--- src/rtl/pc_pkg.sv ---
// Shared definitions for the IF-stage PC generator: pc_src codes, FSM states
// and the exception-class classifier used by the target mux and redirect buffer.
package pc_pkg;

    localparam logic [2:0] PCSRC_SEQ   = 3'b000;
    localparam logic [2:0] PCSRC_BR    = 3'b001;
    localparam logic [2:0] PCSRC_J     = 3'b010;
    localparam logic [2:0] PCSRC_JR    = 3'b011;
    localparam logic [2:0] PCSRC_ILLOP = 3'b100;
    localparam logic [2:0] PCSRC_XADR  = 3'b101;

    typedef enum logic [1:0] {
        ST_BOOT = 2'd0,
        ST_RUN  = 2'd1,
        ST_HOLD = 2'd2
    } pc_state_t;

    // Illegal-opcode and interrupt/exception sources (100..111)
    function automatic logic is_exc(input logic [2:0] src);
        return (src >= PCSRC_ILLOP);
    endfunction

    // Interrupt/exception sources only (101..111); these are maskable in kernel mode
    function automatic logic is_xadr(input logic [2:0] src);
        return (src > PCSRC_ILLOP);
    endfunction

endpackage

--- src/rtl/pc_redirect_buf.sv ---
// One-entry holding register for a redirect that arrives while the pipeline
// is stalled. An empty buffer accepts any capture; a full buffer is only
// overwritten by an exception-class redirect.
// Optional feature macro: PC_EPC_EN (stores the exception return address).
module pc_redirect_buf #(
    parameter int XLEN = 32
) (
    input  logic            clk,
    input  logic            reset,
    input  logic            capture,
    input  logic            clear,
    input  logic [XLEN-1:0] in_target,
    input  logic            in_exc,
    input  logic [XLEN-1:0] in_exc_pc,
    output logic            valid,
    output logic [XLEN-1:0] target,
    output logic            exc,
    output logic [XLEN-1:0] exc_pc
);

    logic write_en;

    assign write_en = capture && (!valid || in_exc);

    // Entry valid/target/class register; clear takes priority over capture
    always_ff @(posedge clk or posedge reset) begin
        if (reset) begin
            valid  <= 1'b0;
            target <= '0;
            exc    <= 1'b0;
        end else if (clear) begin
            valid  <= 1'b0;
        end else if (write_en) begin
            valid  <= 1'b1;
            target <= in_target;
            exc    <= in_exc;
        end
    end

`ifdef PC_EPC_EN
    // Return address travels with the buffered exception redirect
    always_ff @(posedge clk or posedge reset) begin
        if (reset) begin
            exc_pc <= '0;
        end else if (!clear && write_en) begin
            exc_pc <= in_exc_pc;
        end
    end
`else
    logic unused_exc_pc;
    assign unused_exc_pc = ^in_exc_pc;
    assign exc_pc        = '0;
`endif

endmodule

--- src/rtl/pc_fetch_unit.sv ---
// IF-stage PC generator: next-PC selection (sequential, branch, jump, jr,
// illegal-op and exception vectors), supervisor-bit protection, stall/redirect
// deferral through a one-entry buffer and a one-cycle boot state.
// Optional feature macro: PC_EPC_EN (drives epc on exception-class redirects).
module pc_fetch_unit import pc_pkg::*; #(
    parameter int              XLEN      = 32,
    parameter logic [XLEN-1:0] RESET_VEC = 32'h8000_0000,
    parameter logic [XLEN-1:0] ILLOP_VEC = 32'h8000_0004,
    parameter logic [XLEN-1:0] XADR_VEC  = 32'h8000_0008
) (
    input  logic            clk,
    input  logic            reset,
    input  logic [2:0]      pc_src,
    input  logic            branch_taken,
    input  logic [XLEN-1:0] branch_target,
    input  logic [XLEN-1:0] jump_target,
    input  logic [XLEN-1:0] reg_target,
    input  logic [XLEN-1:0] exc_pc,
    input  logic            stall,
    input  logic            fetch_ready,
    output logic            fetch_valid,
    output logic [XLEN-1:0] pc,
    output logic [XLEN-1:0] pc_plus4,
    output logic [XLEN-1:0] epc
);

    pc_state_t       state_q, state_d;
    logic [XLEN-1:0] pc_p0, pc_d;
    logic            kern;
    logic [2:0]      src_eff;
    logic            redir, new_exc;
    logic [XLEN-1:0] tgt;
    logic            buf_cap, buf_clr;
    logic            pend_valid, pend_exc;
    logic [XLEN-1:0] pend_tgt, pend_exc_pc;
    logic            epc_ld;
    logic [XLEN-1:0] epc_d;

    assign kern        = pc_p0[XLEN-1];
    assign pc          = pc_p0;
    assign pc_plus4    = {pc_p0[XLEN-1], pc_p0[XLEN-2:0] + (XLEN-1)'(4)};
    assign fetch_valid = (state_q != ST_BOOT);

    // Interrupts are masked in kernel mode; the redirect is then plain sequential
    assign src_eff = (is_xadr(pc_src) && kern) ? PCSRC_SEQ : pc_src;
    assign redir   = (src_eff != PCSRC_SEQ) && !((src_eff == PCSRC_BR) && !branch_taken);
    assign new_exc = is_exc(src_eff);

    // Target mux with supervisor-bit rules and word alignment
    always_comb begin
        tgt = XADR_VEC;
        case (src_eff)
            PCSRC_BR: begin
                tgt           = branch_target;
                tgt[XLEN-1]   = kern;
            end
            PCSRC_J: begin
                tgt           = jump_target;
                tgt[XLEN-1]   = kern;
            end
            PCSRC_JR: begin
                tgt           = reg_target;
                tgt[XLEN-1]   = kern & reg_target[XLEN-1];
            end
            PCSRC_ILLOP: tgt = ILLOP_VEC;
            default:     tgt = XADR_VEC;
        endcase
        tgt[1:0] = 2'b00;
    end

    // Next-state, next-PC and buffer control
    always_comb begin
        state_d = state_q;
        pc_d    = pc_p0;
        buf_cap = 1'b0;
        buf_clr = 1'b0;
        epc_ld  = 1'b0;
        epc_d   = exc_pc;
        case (state_q)
            ST_BOOT: state_d = ST_RUN;
            ST_RUN: begin
                if (stall) begin
                    if (redir) begin
                        buf_cap = 1'b1;
                        state_d = ST_HOLD;
                    end
                end else if (redir) begin
                    pc_d   = tgt;
                    epc_ld = new_exc;
                end else if (fetch_ready) begin
                    pc_d = pc_plus4;
                end
            end
            ST_HOLD: begin
                if (stall) begin
                    buf_cap = redir && new_exc;
                end else begin
                    buf_clr = 1'b1;
                    state_d = ST_RUN;
                    if (pend_exc || !redir) begin
                        pc_d   = pend_tgt;
                        epc_ld = pend_exc;
                        epc_d  = pend_exc_pc;
                    end else begin
                        pc_d   = tgt;
                        epc_ld = new_exc;
                    end
                end
            end
            default: state_d = ST_BOOT;
        endcase
    end

    // State and PC registers
    always_ff @(posedge clk or posedge reset) begin
        if (reset) begin
            state_q <= ST_BOOT;
            pc_p0   <= RESET_VEC;
        end else begin
            state_q <= state_d;
            pc_p0   <= pc_d;
        end
    end

    pc_redirect_buf #(.XLEN(XLEN)) u_buf (
        .clk       (clk),
        .reset     (reset),
        .capture   (buf_cap),
        .clear     (buf_clr),
        .in_target (tgt),
        .in_exc    (new_exc),
        .in_exc_pc (exc_pc),
        .valid     (pend_valid),
        .target    (pend_tgt),
        .exc       (pend_exc),
        .exc_pc    (pend_exc_pc)
    );

`ifdef PC_EPC_EN
    logic epc_unused_valid;
    assign epc_unused_valid = pend_valid;

    // Exception return address, written on the edge the exception target is applied
    always_ff @(posedge clk or posedge reset) begin
        if (reset) begin
            epc <= '0;
        end else if (epc_ld) begin
            epc <= epc_d;
        end
    end
`else
    logic unused_epc;
    assign unused_epc = ^{epc_ld, epc_d, pend_valid};
    assign epc        = '0;
`endif

endmodule

--- config.mk ---
export PLATFORM = sky130hd
export DESIGN_NAME = pc_fetch_unit
export DESIGN_NICKNAME = d
export VERILOG_FILES = /design/src/rtl/pc_pkg.sv /design/src/rtl/pc_redirect_buf.sv /design/src/rtl/pc_fetch_unit.sv
export SDC_FILE = /design/constraint.sdc
export NUM_CORES = 1
export LEC_CHECK = 0
export CAP_MARGIN = 10
export CORE_MARGIN = 10
export CORE_UTILIZATION = 40
export CTS_CLUSTER_SIZE = 25
export DETAILED_ROUTE_END_ITERATION = 8
export GPL_ROUTABILITY_DRIVEN = 0
export PLACE_DENSITY = 0.9
export SLEW_MARGIN = 20
export SYNTH_ARGS = -nofsm -noshare
export SYNTH_HDL_FRONTEND = slang
export SYNTH_SLANG_ARGS = --single-unit
export TNS_END_PERCENT = 30
--- constraint.sdc ---
create_clock -name clk -period 2.77 [get_ports clk]
set_input_delay 0.554 -clock clk [delete_from_list [all_inputs] [get_ports clk]]
set_output_delay 0.554 -clock clk [all_outputs]
set_load 0.1 [all_outputs]
==> impl_metrics.yaml <==
cts:
  htreeDepth: 3
  cts_root_buf: "clkbuf_16"
  cts_tree: "done"
  cts.sinks: 64
  cts_made_buffers: 9
  hold_buffers: 0
  clock_latency_ps: 340
  clk_pin_slew_ps: 50
  cts_max_path_buffers: 2
yosys:
  yosysWarnings: 0
  yosys-top-cells-area: "dfrtp_1 32%, mux2_2 11%, buf_4 6.2%"
  synth_common_cells: "63 x dfrtp_1, 47 x mux2_2, 45 x nand2_1"
  synthAdderAreaFrac_pct: 1.29
  synth_top_family_by_area: "compound AO/OA/AOI/OAI gates"
  synth_ff_type: "dfrtp_1"
  syn-cell-area_mm2: 0.00486
  async_flop_share_pct: 100
  synth_compound_area_share_pct: 23.1
  synth-edff-count: 0
  synth_xor_area_share_pct: 4.87
  yosysTopAreaCellShare_pct: 32.5
  synth_cell_types: 62
  ys_seq_area_share_pct: 33.0
  synth.area.mux_share_pct: 12.3
  synth-simple-area-share_pct: 14.7
  synth_top_area_cell: "dfrtp_1"
  synth.most_common_cell: "dfrtp_1"
  syn_area_per_cell_um2: 9.01
  synthCells: 539
  synth-seq-cells: 64
setup_path:
  start_kind: "flop"
  critPathKind: "flop to output pin"
  r2r-end: "pc[27]$_DFFE_PP0P_"
  cp.required_ps: 2220
  reg2regPathDepth: 8
  path_max_fanout: 10
  r2r_slack_ps: 480
  rr_startpoint: "state_q[0]$_DFFE_PP0P_"
  worst_setup_path_end_kind: "output pin"
  arrival_ps: 2160
global_routing:
  grt_pass1_vias: 5230
  use_met3_pct: 6.57
  busiest_layer: "met2"
  grt_max_degree: 42
  met1_usage_pct: 26.5
  gr-usage-all-layers_pct: 21.5
  antenna_found_initial: 0
  grt_pass1_wl_um: 28800
  grt_remaining_overflow: 0
  use_met2_pct: 34.6
die:
  start_util_pct: 40.6
  pin_count: 233
  fp.dieH_um: 130
  coreArea_mm2: 0.0120
  die_area_mm2: 0.0169
  rows: 40
  die_w_um: 130
timing:
  worst_slack_ps: 56.8
  timing.final.max_slew_violations: 0
  tightestPinTransition_ps: 638
  fin_setup_tns_ps: 0
  setup_viol: 0
  finClkSkew_ps: 4.02
  hold_violations: 0
  period_minus_slack_ps: 2710
  post-route-period-util_pct: 98.0
  relSlewSlack_pct: 57.2
  fmax_ghz: 0.369
flow_run:
  cap_violations: 0
placed_design:
  placed_area_mm2: 0.00723
  pre_cts_slack_ps: -216
  dpl.hpwl_um: 14400
  portBuffers: 156
routing:
  drc: 0
  drt_iter0_drc: 618
  wirelength_um: 18700
  vias_per_cell: 5.91
  ant_nets: 0
  dr.pass1.iters: 6
  vias: 5189
  routedWlPerCell_um: 21.3
power:
  p_total_mw: 9.30
  vdd_ir_drop_max_uv: 678
  leakage_nw: 3.27
  cellPowerDensity_mw_per_mm2: 1200
worst_hold_path:
  hold_path_startpoint: "u_buf.target[21]$_DFFE_PP0P_"
  min_path_cells: 2
  hold_path.class: "flop to flop"
  min_to: "u_buf.target[21]$_DFFE_PP0P_"
final_layout:
  area_delta_synth_final_pct: 59.0
  final_area_mm2: 0.00772
  diodes: 0
  drive_above_1_share_pct: 35.3
  nets: 867
outcome:
  status: "completed"
==> layout make-up <==
type	count	area [um^2]
Timing Repair Buffer	218	2260
Clock inverter	4	45.0
Multi-Input combinational cell	417	3290
Fill cell	847	4240
Sequential cell	64	1640
Clock buffer	12	246
Inverter	16	60.1
Tap cell	147	184
==> cells by family (layout without fill, tap and decap cells) <==
| kind of cell | count (synthesis) | count (layout) |
|---|---|---|
| adder cells (fa/ha/maj) | 5 | 5 |
| AND/OR/NAND/NOR | 141 | 141 |
| flip-flops | 64 | 64 |
| other | 1 | 36 |
| XOR/XNOR | 27 | 27 |
| buffers and inverters | 93 | 250 |
| AO/OA/AOI/OAI | 154 | 154 |
| multiplexers | 54 | 54 |
==> power breakdown <==
group	switching, mW	internal, mW	leakage (nW)
clock	0.420	0.716	0.146
combinational	4.38	1.95	2.33
sequential	0.508	1.33	0.795
==> state kept, by name (all words and copies together), names as in the netlist <==
register and flops:
pc 30, u_buf.exc 1, u_buf.valid 1, state_q 2, u_buf.target 30
==> worst max-delay path, cell delays in order (launching register included) <==
cell and delay, ps:
dfrtp_2 400, nand4_1 200, nor4_4 330, buf_6 180
nand4_1 260, xnor2_4 250, buf_12 190
==> how the worst max path moves through the flow <==
stage	startpoint	end	slack, ps
global placement	pc_src[0]	pc[14]$_DFFE_PP0P_	-60
detailed placement	pc_src[0]	pc[14]$_DFFE_PP0P_	-220
floorplan	pc[5]$_DFFE_PP0P_	pc_plus4[9]	-420
finish	pc[9]$_DFFE_PP0P_	pc_plus4[26]	60
global route	pc[9]$_DFFE_PP0P_	pc_plus4[26]	-6
CTS	pc[5]$_DFFE_PP0P_	pc_plus4[17]	-40
==> repair_timing <==
item	in CTS	in global routing
pin swaps	0	6
setup buffers	2	17
endpoints found under the setup margin	8	16
resized for setup	3	7
==> per-stage QoR <==
stage / hold WS [ps] / util, % / std cells
after floorplan: 441 / - / 574
after global placement: 454 / 60.5 / 843
after detailed placement: 471 / 60.5 / 843
after CTS: 482 / 63.1 / 861
after global routing: 498 / 64.5 / 878
final: 481 / 64.5 / 878
==> routing by layer <==
layer	up-vias	part of all wire [%]	routed length, um
li1	2313	-	-
met3	47	11	2100
met5	-	0	0
met2	377	48	8990
met1	2452	38	7140
met4	0	2.5	476
==> cells in the final DEF, fill, tap and decap left out, drive strengths merged, types with 6 or more instances in the layout <==
cell type,netlist,final
o22ai,8,8
o31a,6,6
a211oi,13,13
a32o,14,14
o31ai,6,6
nor2,32,32
o21ai,36,36
a22oi,9,9
nand2,45,45
buf,54,124
nor3,8,8
clkbuf,23,12
nand4,10,10
and3,8,8
a21oi,17,17
nand3,11,11
dfrtp,63,63
mux2,47,47
inv,16,16
mux2i,7,7
xor2,13,13
xnor2,14,14
clkdlybuf4s50,0,94
conb,1,36
a32oi,11,11
(Power assumes the default switching activity.)
